### src/rtl/pipe_pkg.sv
// Shared pipeline definitions: access-size encodings, memory-stage FSM states,
// register-file write bundle width and store lane helpers.
package pipe_pkg;

    localparam int RF_ZIP_W = 6;

    localparam logic [1:0] SZ_BYTE = 2'd0;
    localparam logic [1:0] SZ_HALF = 2'd1;
    localparam logic [1:0] SZ_WORD = 2'd2;

    typedef enum logic [1:0] {
        ST_IDLE = 2'd0,
        ST_REQ  = 2'd1,
        ST_WAIT = 2'd2,
        ST_DONE = 2'd3
    } mem_state_e;

    function automatic logic [3:0] size_wstrb(input logic [1:0] size, input logic [1:0] off);
        logic [3:0] strb;
        case (size)
            SZ_BYTE: strb = 4'b0001 << off;
            SZ_HALF: strb = 4'b0011 << {off[1], 1'b0};
            default: strb = 4'b1111;
        endcase
        return strb;
    endfunction

    // Store data is replicated across lanes so the byte enables alone pick the target.
    function automatic logic [31:0] size_wdata(input logic [1:0] size, input logic [31:0] data);
        logic [31:0] wdata;
        case (size)
            SZ_BYTE: wdata = {4{data[7:0]}};
            SZ_HALF: wdata = {2{data[15:0]}};
            default: wdata = data;
        endcase
        return wdata;
    endfunction

endpackage

### src/rtl/mem_load_ext.sv
// Load data extraction: selects the addressed byte/half of a read word and
// sign- or zero-extends it to 32 bits.
module mem_load_ext
    import pipe_pkg::*;
(
    input  logic [31:0] rdata_i,
    input  logic [1:0]  addr_i,
    input  logic [1:0]  size_i,
    input  logic        is_unsigned_i,
    output logic [31:0] data_o
);

    logic [7:0]  byte_s;
    logic [15:0] half_s;

    // Lane select followed by extension.
    always_comb begin
        case (addr_i)
            2'd0:    byte_s = rdata_i[7:0];
            2'd1:    byte_s = rdata_i[15:8];
            2'd2:    byte_s = rdata_i[23:16];
            default: byte_s = rdata_i[31:24];
        endcase
        if (addr_i[1]) begin
            half_s = rdata_i[31:16];
        end else begin
            half_s = rdata_i[15:0];
        end
        case (size_i)
            SZ_BYTE: data_o = {{24{~is_unsigned_i & byte_s[7]}}, byte_s};
            SZ_HALF: data_o = {{16{~is_unsigned_i & half_s[15]}}, half_s};
            default: data_o = rdata_i;
        endcase
    end

endmodule

### src/rtl/mem_stage.sv
// Memory-access stage: one data-SRAM transaction per instruction, load extension,
// result hand-off to write-back. Optional decode bypass ports under MEM_FWD_EN.
module mem_stage
    import pipe_pkg::*;
(
    input  logic                clk,
    input  logic                resetn,
    input  logic                exe_to_mem_valid,
    output logic                mem_allowin,
    input  logic [31:0]         exe_pc,
    input  logic [31:0]         exe_alu_result,
    input  logic                exe_res_from_mem,
    input  logic                exe_mem_we,
    input  logic [1:0]          exe_mem_size,
    input  logic                exe_mem_unsigned,
    input  logic [31:0]         exe_rkd_value,
    input  logic [RF_ZIP_W-1:0] exe_rf_zip,
    input  logic                wb_allowin,
    output logic                mem_to_wb_valid,
    output logic [31:0]         mem_pc,
    output logic [31:0]         mem_final_result,
    output logic [RF_ZIP_W-1:0] mem_rf_zip,
`ifdef MEM_FWD_EN
    output logic                mem_fwd_valid,
    output logic [31:0]         mem_fwd_data,
`endif
    output logic                data_sram_req,
    output logic                data_sram_wr,
    output logic [1:0]          data_sram_size,
    output logic [3:0]          data_sram_wstrb,
    output logic [31:0]         data_sram_addr,
    output logic [31:0]         data_sram_wdata,
    input  logic                data_sram_addr_ok,
    input  logic                data_sram_data_ok,
    input  logic [31:0]         data_sram_rdata
);

    mem_state_e          state_q, state_d;
    logic                mem_valid_q;
    logic [31:0]         pc_q;
    logic [31:0]         alu_result_q;
    logic                res_from_mem_q;
    logic                mem_we_q;
    logic [1:0]          mem_size_q;
    logic                mem_unsigned_q;
    logic [31:0]         rkd_value_q;
    logic [RF_ZIP_W-1:0] rf_zip_q;
    logic [31:0]         rdata_q;

    logic                mem_ready_go_s;
    logic                accept_s;
    logic                exe_is_mem_s;
    logic [31:0]         load_data_s;

    assign mem_ready_go_s = (state_q == ST_DONE);
    assign mem_allowin    = ~mem_valid_q | (mem_ready_go_s & wb_allowin);
    assign accept_s       = exe_to_mem_valid & mem_allowin;
    assign exe_is_mem_s   = exe_res_from_mem | exe_mem_we;

    // FSM state register.
    always_ff @(posedge clk) begin
        if (!resetn) begin
            state_q <= ST_IDLE;
        end else begin
            state_q <= state_d;
        end
    end

    // Next state: REQ is left only on addr_ok, WAIT only on data_ok, so the request fires once.
    always_comb begin
        state_d = state_q;
        case (state_q)
            ST_IDLE: begin
                if (accept_s) begin
                    state_d = exe_is_mem_s ? ST_REQ : ST_DONE;
                end else begin
                    state_d = ST_IDLE;
                end
            end
            ST_REQ: begin
                if (data_sram_addr_ok) begin
                    state_d = ST_WAIT;
                end else begin
                    state_d = ST_REQ;
                end
            end
            ST_WAIT: begin
                if (data_sram_data_ok) begin
                    state_d = ST_DONE;
                end else begin
                    state_d = ST_WAIT;
                end
            end
            ST_DONE: begin
                if (wb_allowin) begin
                    if (accept_s) begin
                        state_d = exe_is_mem_s ? ST_REQ : ST_DONE;
                    end else begin
                        state_d = ST_IDLE;
                    end
                end else begin
                    state_d = ST_DONE;
                end
            end
            default: state_d = ST_IDLE;
        endcase
    end

    // Stage register and captured read data.
    always_ff @(posedge clk) begin
        if (!resetn) begin
            mem_valid_q    <= 1'b0;
            pc_q           <= 32'h0000_0000;
            alu_result_q   <= 32'h0000_0000;
            res_from_mem_q <= 1'b0;
            mem_we_q       <= 1'b0;
            mem_size_q     <= 2'd0;
            mem_unsigned_q <= 1'b0;
            rkd_value_q    <= 32'h0000_0000;
            rf_zip_q       <= '0;
            rdata_q        <= 32'h0000_0000;
        end else begin
            if (mem_allowin) begin
                mem_valid_q <= exe_to_mem_valid;
            end
            if (accept_s) begin
                pc_q           <= exe_pc;
                alu_result_q   <= exe_alu_result;
                res_from_mem_q <= exe_res_from_mem;
                mem_we_q       <= exe_mem_we;
                mem_size_q     <= exe_mem_size;
                mem_unsigned_q <= exe_mem_unsigned;
                rkd_value_q    <= exe_rkd_value;
                rf_zip_q       <= exe_rf_zip;
            end
            if ((state_q == ST_WAIT) && data_sram_data_ok) begin
                rdata_q <= data_sram_rdata;
            end
        end
    end

    mem_load_ext u_load_ext (
        .rdata_i       (rdata_q),
        .addr_i        (alu_result_q[1:0]),
        .size_i        (mem_size_q),
        .is_unsigned_i (mem_unsigned_q),
        .data_o        (load_data_s)
    );

    assign data_sram_req   = (state_q == ST_REQ);
    assign data_sram_wr    = mem_we_q;
    assign data_sram_size  = mem_size_q;
    assign data_sram_addr  = alu_result_q;
    assign data_sram_wstrb = mem_we_q ? size_wstrb(mem_size_q, alu_result_q[1:0]) : 4'b0000;
    assign data_sram_wdata = size_wdata(mem_size_q, rkd_value_q);

    assign mem_to_wb_valid  = mem_valid_q & mem_ready_go_s;
    assign mem_pc           = pc_q;
    assign mem_final_result = res_from_mem_q ? load_data_s : alu_result_q;
    assign mem_rf_zip       = {rf_zip_q[RF_ZIP_W-1] & mem_valid_q, rf_zip_q[RF_ZIP_W-2:0]};

`ifdef MEM_FWD_EN
    assign mem_fwd_valid = mem_valid_q & rf_zip_q[RF_ZIP_W-1] & mem_ready_go_s;
    assign mem_fwd_data  = mem_final_result;
`else
    // Without bypass, decode stalls on a mem_rf_zip match.
`endif

endmodule

### config.mk
export PLATFORM = sky130hd
export DESIGN_NAME = mem_stage
export DESIGN_NICKNAME = d
export VERILOG_FILES = /design/src/rtl/pipe_pkg.sv /design/src/rtl/mem_load_ext.sv /design/src/rtl/mem_stage.sv
export SDC_FILE = /design/constraint.sdc
export NUM_CORES = 1
export LEC_CHECK = 0
export BUFFER_PORTS_ARGS = -buffer_cell sky130_fd_sc_hd__clkbuf_2
export CAP_MARGIN = 10
export CORE_ASPECT_RATIO = 2
export CORE_UTILIZATION = 53
export DETAILED_ROUTE_END_ITERATION = 10
export PLACE_DENSITY = 0.95
export SLEW_MARGIN = 20
export SYNTH_ARGS = -nofsm -noshare
export SYNTH_HDL_FRONTEND = slang
export SYNTH_HIERARCHICAL = 1
export SYNTH_SLANG_ARGS = --single-unit
export TNS_END_PERCENT = 5
### constraint.sdc
create_clock -name clk -period 2.85 [get_ports clk]
set_input_delay 0.1425 -clock clk [delete_from_list [all_inputs] [get_ports clk]]
set_output_delay 0.1425 -clock clk [all_outputs]
set_load 0.1 [all_outputs]
### Yosys cells after proc, flatten, opt, wreduce, memory -nomap -nowiden

Cells that the tools add are included.

* bits in registers: 142
* input bits: 145
* output and inout bits: 144
* logic and storage cells: 46

* equal/unequal tests: 6
* shifts and indexed selects: 2
* mux-type cells: 13
* bitwise gates (word level): 10
* reduce and logical (&&, ||, !) cells: 4

Operators with widths (count)
* 32-bit case mux with 2 select lines: 2
* 32-bit two-way mux: 1
* 8-bit case mux with 3 select lines: 1
* 16-bit two-way mux: 1
* 2-bit two-way mux: 4
* 2-bit case mux with 4 select lines: 1
* 4-bit case mux with 2 select lines: 1
* 1-bit bitwise AND: 6
* 2-bit by 1-bit equality test with 1-bit output, second input constant: 3
* 2-bit equality test, second input constant: 3
* 2-bit logical NOT: 3
* 4-bit two-way mux: 1
* 1-bit by 2-bit << shifter with 4-bit output, first input constant: 1
* 2-bit by 2-bit << shifter with 4-bit output, first input constant: 1
* 1-bit NOT: 2
* 1-bit bitwise OR: 2
* 1-bit logical AND: 1
* 1-bit two-way mux: 1

### Depth between registers and ports, before layout

Gate-level depths: netlist of the first run.

* depth in word-level cells: 7
* gate-level depth with buffers: 8
* mapped depth without buffers: 5

### Hierarchy

The synthesis of the first run kept the hierarchy.

Modules (own cells, without submodules)
* mem_stage: times used 1, cells each 733, area each 6468.7 µm², seq. area each 2842.7 µm²
* mem_load_ext: times used 1, cells each 115, area each 845.8 µm², seq. area each 0.0 µm²

### Worst setup path after synthesis of the first run

Ideal clock, no wire load.

* kind: reg-to-output
* start point: register mem_size_q[0], in the netlist data_sram_size[0]
* end point: output data_sram_wdata[24]
* arrival time: 3.737 ns
* data required time: 2.707 ns
* slack: -1.030 ns
* cell stages (with the launch flop): 4
* buffers on the path: 1
* path through: dfxtp_1 -> clkbuf_1 -> mux2i_1 -> o21ai_0

* word-level cells in the longest chain between the ends: 2
* elaborated cells on any way between the ends: 3

RTL lines
* start: declaration: line mem_stage.sv:44 `logic [1:0] mem_size_q;`
* start signal: assignment: line mem_stage.sv:131 `mem_size_q <= exe_mem_size;`
* 2-bit by 1-bit equality test with 1-bit output or 2-bit logical NOT (tied branches): line pipe_pkg.sv:31 `case (size)`
* 32-bit case mux with 2 select lines (*): line pipe_pkg.sv:31
* end: declaration: line mem_stage.sv:32 `output logic [31:0] data_sram_wdata,`

Every way passes the cells marked *; elsewhere a longest branch is shown, timed or not.

### Worst setup path in the final report of the first run

* start point: register mem_size_q[1], in the netlist data_sram_size[1]
* end point: output data_sram_wdata[9]

The elaborated chain is that of the path after synthesis.

==> run metrics, run 1 <==
status finished clean; initial core utilization 54.4%; Critical R2R Capture mem_pc[22]; Worst Hold Path EP data_sram_addr[11]; crit path DAT 2550 ps; fraction of layout cells with a size suffix above 1 32.7%; fill count 687; total global routing overflow 0; worst r2r src state_q[1]; Row Count 60; gpl congestion 0.919; Antenna Nets Post-Route 0; Setup crit start kind flip-flop; most common cell after layout, fill and taps aside nand2_1; Setup Skew 13.5 ps; fmax 371 MHz; Die Height 168 µm; prevailing post-synth register cell dfxtp_1; Fin Setup TNS 0 ps; hpwl dp 16.5 mm; async set-reset flop share out of synthesis 0%; Final setup viols 0; max-cap violation count 0; synthesis-to-layout area growth 50.0%; Worst setup EP type output port; RSZ-0062 raised after global routing false; ANT cells 0; crit share post-route 94.5%; HP Class primary input to flip-flop; most frequent cells in the layout nand2_1 (313), clkbuf_2 (261), dfxtp_1 (140); H-tree levels 4; fin area 0.0110 mm²; post-synth top area share 38.9%; area post-placement 0.00904 mm²; initial antenna violation count 0; Avg Cell Area, Syn 8.63 µm²; Slew HR 40.0%; Synth area leaders dfxtp_1 (39%), mux2i_1 (18%), nand2_1 (16%); post-synthesis cell type count 38; clock slew at reported path FFs 60 ps; mapped cell area 0.00731 mm²; Cell Pwr Density 618 mW/mm²; Via-to-Cell Ratio 5.93; Total Routing Usage GR 40.8%; WP data required 2710 ps; setup slack, reg-to-reg 770 ps; DIE WIDTH 85.1 µm; Syn Nets 993; WL/cell 21.2 µm; global-route wire length before repair 44.5 mm; worst-margin pin slew 897 ps; drt pass-1 iters 6; total CTS buffers 17; Initial DRC Count 657; CTS root buf clkbuf_16; Core Region 0.0134 mm²; Post-CTS Setup Repair Bufs 0; Port Buffers 288; CTS sink cnt 142; post-synthesis sequential area ratio 38.9%; clk_lat worst skew 420 ps; critical path startpoint data_sram_size[1]; area leader, netlist dfxtp_1; Max Slew Vio Count 0; hold depth 3; final hold slack 11.7 ps; YS warnings 6; Syn Inst Count 848; Final Critical Period 2690 ps; DRT Wirelength 29.4 mm; CTS tree yes; Post-synth EDFFs 0; DRC violations left 0; Die ar. 0.0143 mm²; IO Pins 289; crit path max fanout 31; Vias 8223; hold_sp exe_alu_result[11]; Leakage 5.01 nW; largest net degree at the start of global routing 106; highest ir drop seen on vdd 0.502 mV; Nets 1363; Register-to-Register Path Depth 4; vias in the first global route 8506; CP Class flip-flop to output port; final hold vios 0; flip-flop and latch count after synthesis 142; Max clock buf depth 2
==> logic make-up after synthesis <==
kind of cell / after synthesis / synth area share, %
AOI/OAI and AO/OA: 95 / 10.5
buffers and inverters: 89 / 6.74
DFF: 142 / 38.9
muxes: 179 / 25.3
and+or+nand+nor: 343 / 18.6
==> state kept, by name (all words and copies together), names as in the netlist <==
register / count
data_sram_addr: 32
data_sram_size: 2
data_sram_wr: 1
mem_pc: 32
mem_unsigned_q: 1
mem_valid_q: 1
rdata_q: 32
res_from_mem_q: 1
rf_zip_q: 6
rkd_value_q: 32
state_q: 2
==> report_power, final <==
| group | switching, mW | leakage [nW] | internal (mW) | total [mW] |
|---|---|---|---|---|
| Sequential | 0.136 | 1.16 | 2.11 | 2.25 |
| Combinational | 1.60 | 3.55 | 0.628 | 2.23 |
| Clock | 0.940 | 0.293 | 1.36 | 2.30 |
| Total | 2.67 | 5.01 | 4.10 | 6.78 |
==> how the worst max path moves through the flow <==
stage	endpoint	slack [ps]	depth (start not counted)
6_report	data_sram_wdata[9]	160	4
3_5_place_dp	mem_final_result[17]	580	6
5_1_grt	mem_final_result[8]	10	6
4_1_cts	mem_final_result[17]	130	6
3_3_place_gp	data_sram_wdata[14]	640	4
2_1_floorplan	data_sram_wdata[25]	-280	3
==> cells in the mapped netlist (2+ instances only) <==
cell	number
a21boi_0	29
a21boi_1	4
a21oi_1	4
a22oi_1	9
and3_1	2
and3b_1	2
buf_2	13
buf_4	24
buf_6	4
buf_8	2
clkbuf_1	42
dfxtp_1	142
inv_1	3
mux2_2	49
mux2i_1	130
nand2_1	313
nor2_1	5
nor2b_1	13
o211ai_1	7
o211ai_2	10
o21a_1	2
o21ai_0	10
o221ai_1	8
o22a_1	7
==> per-stage QoR <==
stage          utilization (%)  worst slack (ps)  total power [mW]  std cells
2_1_floorplan                -              -280              3.84        848
3_3_place_gp              67.3               640              4.25       1222
3_5_place_dp              67.3               578              4.28       1222
4_1_cts                   81.5               131              6.69       1385
5_1_grt                   81.6              12.1              6.94       1386
6_report                  81.6               157              6.78       1386
==> layer usage <==
metal  track usage (%)  share of wire, %  vias to the layer above  wire length (µm)
li1                  -                 -                     3576                 -
met1              38.9                32                     3811              9530
met3              10.9               8.1                      219              2380
met4              35.1               8.5                        0              2500
met2              71.0                51                      617             15000
met5                 0                 0                        -                 0
==> critical path, cell delays in order (launching register included) <==
cell and delay, ps:
dfxtp_2 340, buf_4 250, nor2_1 730, mux2_2 420, clkbuf_2 370
==> timing repair <==
item / in CTS / in global routing
gates resized for setup: 0 / 1
hold buffers: 131 / 1
endpoints found under the setup margin: 0 / 3
endpoints found under the hold margin: 131 / 1
==> final cells by class <==
| cell class | instances | area, µm² | area share [%] |
|---|---|---|---|
| tap | 155 | 194 | 1.77 |
| multi-input combinational | 617 | 4000 | 36.4 |
| timing repair buffer | 436 | 3320 | 30.2 |
| clock inverter | 12 | 146 | 1.33 |
| inverter | 4 | 15.0 | 0.137 |
| clock buffer | 20 | 457 | 4.16 |
| sequential | 142 | 2850 | 25.9 |
Power figures use the tool's default switching activity.
==> run 2: changes to the inputs <==
Settings changed: PLACE_DENSITY 0.95 to 0.86.
==> run metrics, run 2 (same netlist as run 1, synthesis figures left out) <==
status finished, violations left (was finished clean); failing checks negative hold slack; CP Class flip-flop to output port (unchanged); fmax 360 MHz (was 371 MHz); Hold Buf Count CTS 130 (was 131); total global routing overflow 0 (unchanged); Row Count 60 (unchanged); H-tree levels 4 (unchanged); RSZ-0062 raised after global routing false (unchanged); Psw 2.64 mW (was 2.67 mW); Final setup viols 0 (unchanged); clock slew at reported path FFs 60 ps (about the same); largest net degree at the start of global routing 103 (was 106); highest ir drop seen on vdd 0.557 mV (was 0.502 mV); Max Slew Vio Count 0 (unchanged); DRC violations left 0 (unchanged); DIE WIDTH 85.1 µm (unchanged); internal power 4.03 mW (was 4.10 mW); crit share post-route 97.5% (was 94.5%); Antenna Nets Post-Route 0 (unchanged); worst path cell trace buf_4, nor2_1, mux2_2, clkbuf_2 (unchanged); most common cell after layout, fill and taps aside nand2_1 (unchanged); CTS root buf clkbuf_16 (unchanged); final core occ 81.2% (was 81.6%); Core Region 0.0134 mm² (unchanged); Clk pwr share 33.0% (was 33.9%); initial core utilization 54.4% (unchanged); initial antenna violation count 0 (unchanged); final hold vios 1 (was 0); PostCTS Resize Cnt 0 (unchanged); IO Pins 289 (unchanged); crit path max fanout 31 (unchanged); hpwl dp 16.2 mm (was 16.5 mm); Port Buffers 288 (unchanged); Net Sw Frac 39.6% (was 39.5%); fill count 706 (was 687); Leakage 4.98 nW (was 5.01 nW); Cell Pwr Density 612 mW/mm² (was 618 mW/mm²); gpl congestion 0.889 (was 0.919); Max clock buf depth 2 (unchanged); Die Height 168 µm (unchanged); combinational power share 33.3% (was 32.9%); Worst setup EP type output port (unchanged); HP Class primary input to flip-flop (unchanged); CTS sink cnt 142 (unchanged); ANT cells 0 (unchanged); Initial DRC Count 637 (was 657); drt pass-1 iters 6 (unchanged); Vias 8186 (was 8223); Final Critical Period 2780 ps (was 2690 ps); CTS tree yes (unchanged); global-route wire length before repair 44.6 mm (was 44.5 mm); synthesis-to-layout area growth 49.2% (was 50.0%); fraction of layout cells with a size suffix above 1 32.5% (was 32.7%); most frequent cells in the layout nand2_1 (313), clkbuf_2 (261), dfxtp_1 (140) (unchanged); max-cap violation count 0 (unchanged); final hold slack -0.470 ps (was 11.7 ps); Setup Skew 15.6 ps (was 13.5 ps); worst-margin pin slew 914 ps (was 897 ps); total CTS buffers 17 (unchanged); WL/cell 21.2 µm (about the same); clk_lat worst skew 430 ps (was 420 ps); Post-CTS Setup Repair Bufs 0 (unchanged); Fin Setup TNS 0 ps (unchanged); Setup crit start kind flip-flop (unchanged); vias in the first global route 8530 (was 8506); Total Routing Usage GR 41.1% (was 40.8%); Seq pwr share 33.7% (was 33.2%); crit path DAT 2640 ps (was 2550 ps); Slew HR 38.8% (was 40.0%); WP data required 2710 ps (about the same); Nets 1362 (was 1363); Slowest cell on crit path nor2_1 (unchanged); Via-to-Cell Ratio 5.91 (was 5.93); CP max stage delay 740 ps (was 730 ps); Die ar. 0.0143 mm² (unchanged); DRT Wirelength 29.3 mm (was 29.4 mm)
[run 2: cell types whose count changed in the layout (fill, tap and decap cells not counted), sizes merged]
cell         delta
buf             +1
clkinvlp        +3
dlygate4sd3     -2
inv             -3
clkbuf          -1
[run 2: metal layers]
metal	routed length [µm]	vias to the layer above	track usage [%]
met4	2550	0	34.5
met1	9380	3815	37.8
met2	15000	593	72.3
met5	0	-	1.82
met3	2410	206	12.3
li1	-	3572	-
[run 2: per-stage QoR]
| step | cells | cell area [µm²] | setup slack, ps | power, mW | hold WS [ps] |
|---|---|---|---|---|---|
| 3_5_place_dp | 1223 | 9040 | 561 | 4.28 | 377 |
| 3_3_place_gp | 1223 | 9040 | 628 | 4.25 | 372 |
| 6_report | 1384 | 10900 | 71.3 | 6.68 | -0.470 |
| 2_1_floorplan | 848 | 7320 | -280 | 3.84 | 277 |
| 5_1_grt | 1384 | 10900 | 6.97 | 6.85 | 31.9 |
| 4_1_cts | 1384 | 10900 | 119 | 6.59 | 0.607 |
[run 2: area by class of cell]
type | count | area, µm² | area share [%]
multi-input combinational | 617 | 3990 | 36.6
timing repair buffer | 435 | 3290 | 30.2
sequential | 142 | 2850 | 26.1
clock buffer | 19 | 433 | 3.97
tap | 155 | 194 | 1.78
clock inverter | 12 | 139 | 1.27
inverter | 4 | 15.0 | 0.138
[run 2: final timing paths]
| kind | start | end | slack, ps | depth (start not counted) |
|---|---|---|---|---|
| worst min register to register | rdata_q[6] | rdata_q[6] | 460 | 2 |
| worst min-delay path | exe_alu_result[0] | data_sram_addr[0] | -0.5 | 3 |
| worst max-delay path | data_sram_size[1] | data_sram_wdata[14] | 70 | 4 |
| worst max register to register | state_q[1] | mem_pc[2] | 880 | 4 |
[run 2: power groups by stage]
stage	sequential, mW	clock (mW)	combinational [mW]
after CTS	2.23	2.20	2.16
after floorplan	2.68	0	1.16
final	2.25	2.20	2.22
after detailed placement	2.27	0	2.01
after global routing	2.26	2.30	2.29
after global placement	2.27	0	1.99
[run 2: critical path, delay by kind of cell (launching register included)]
family | cells | cell delay [ps]
multiplexers | 1 | 420
flip-flops | 1 | 390
buffers and inverters | 2 | 650
AND/OR/NAND/NOR | 1 | 740
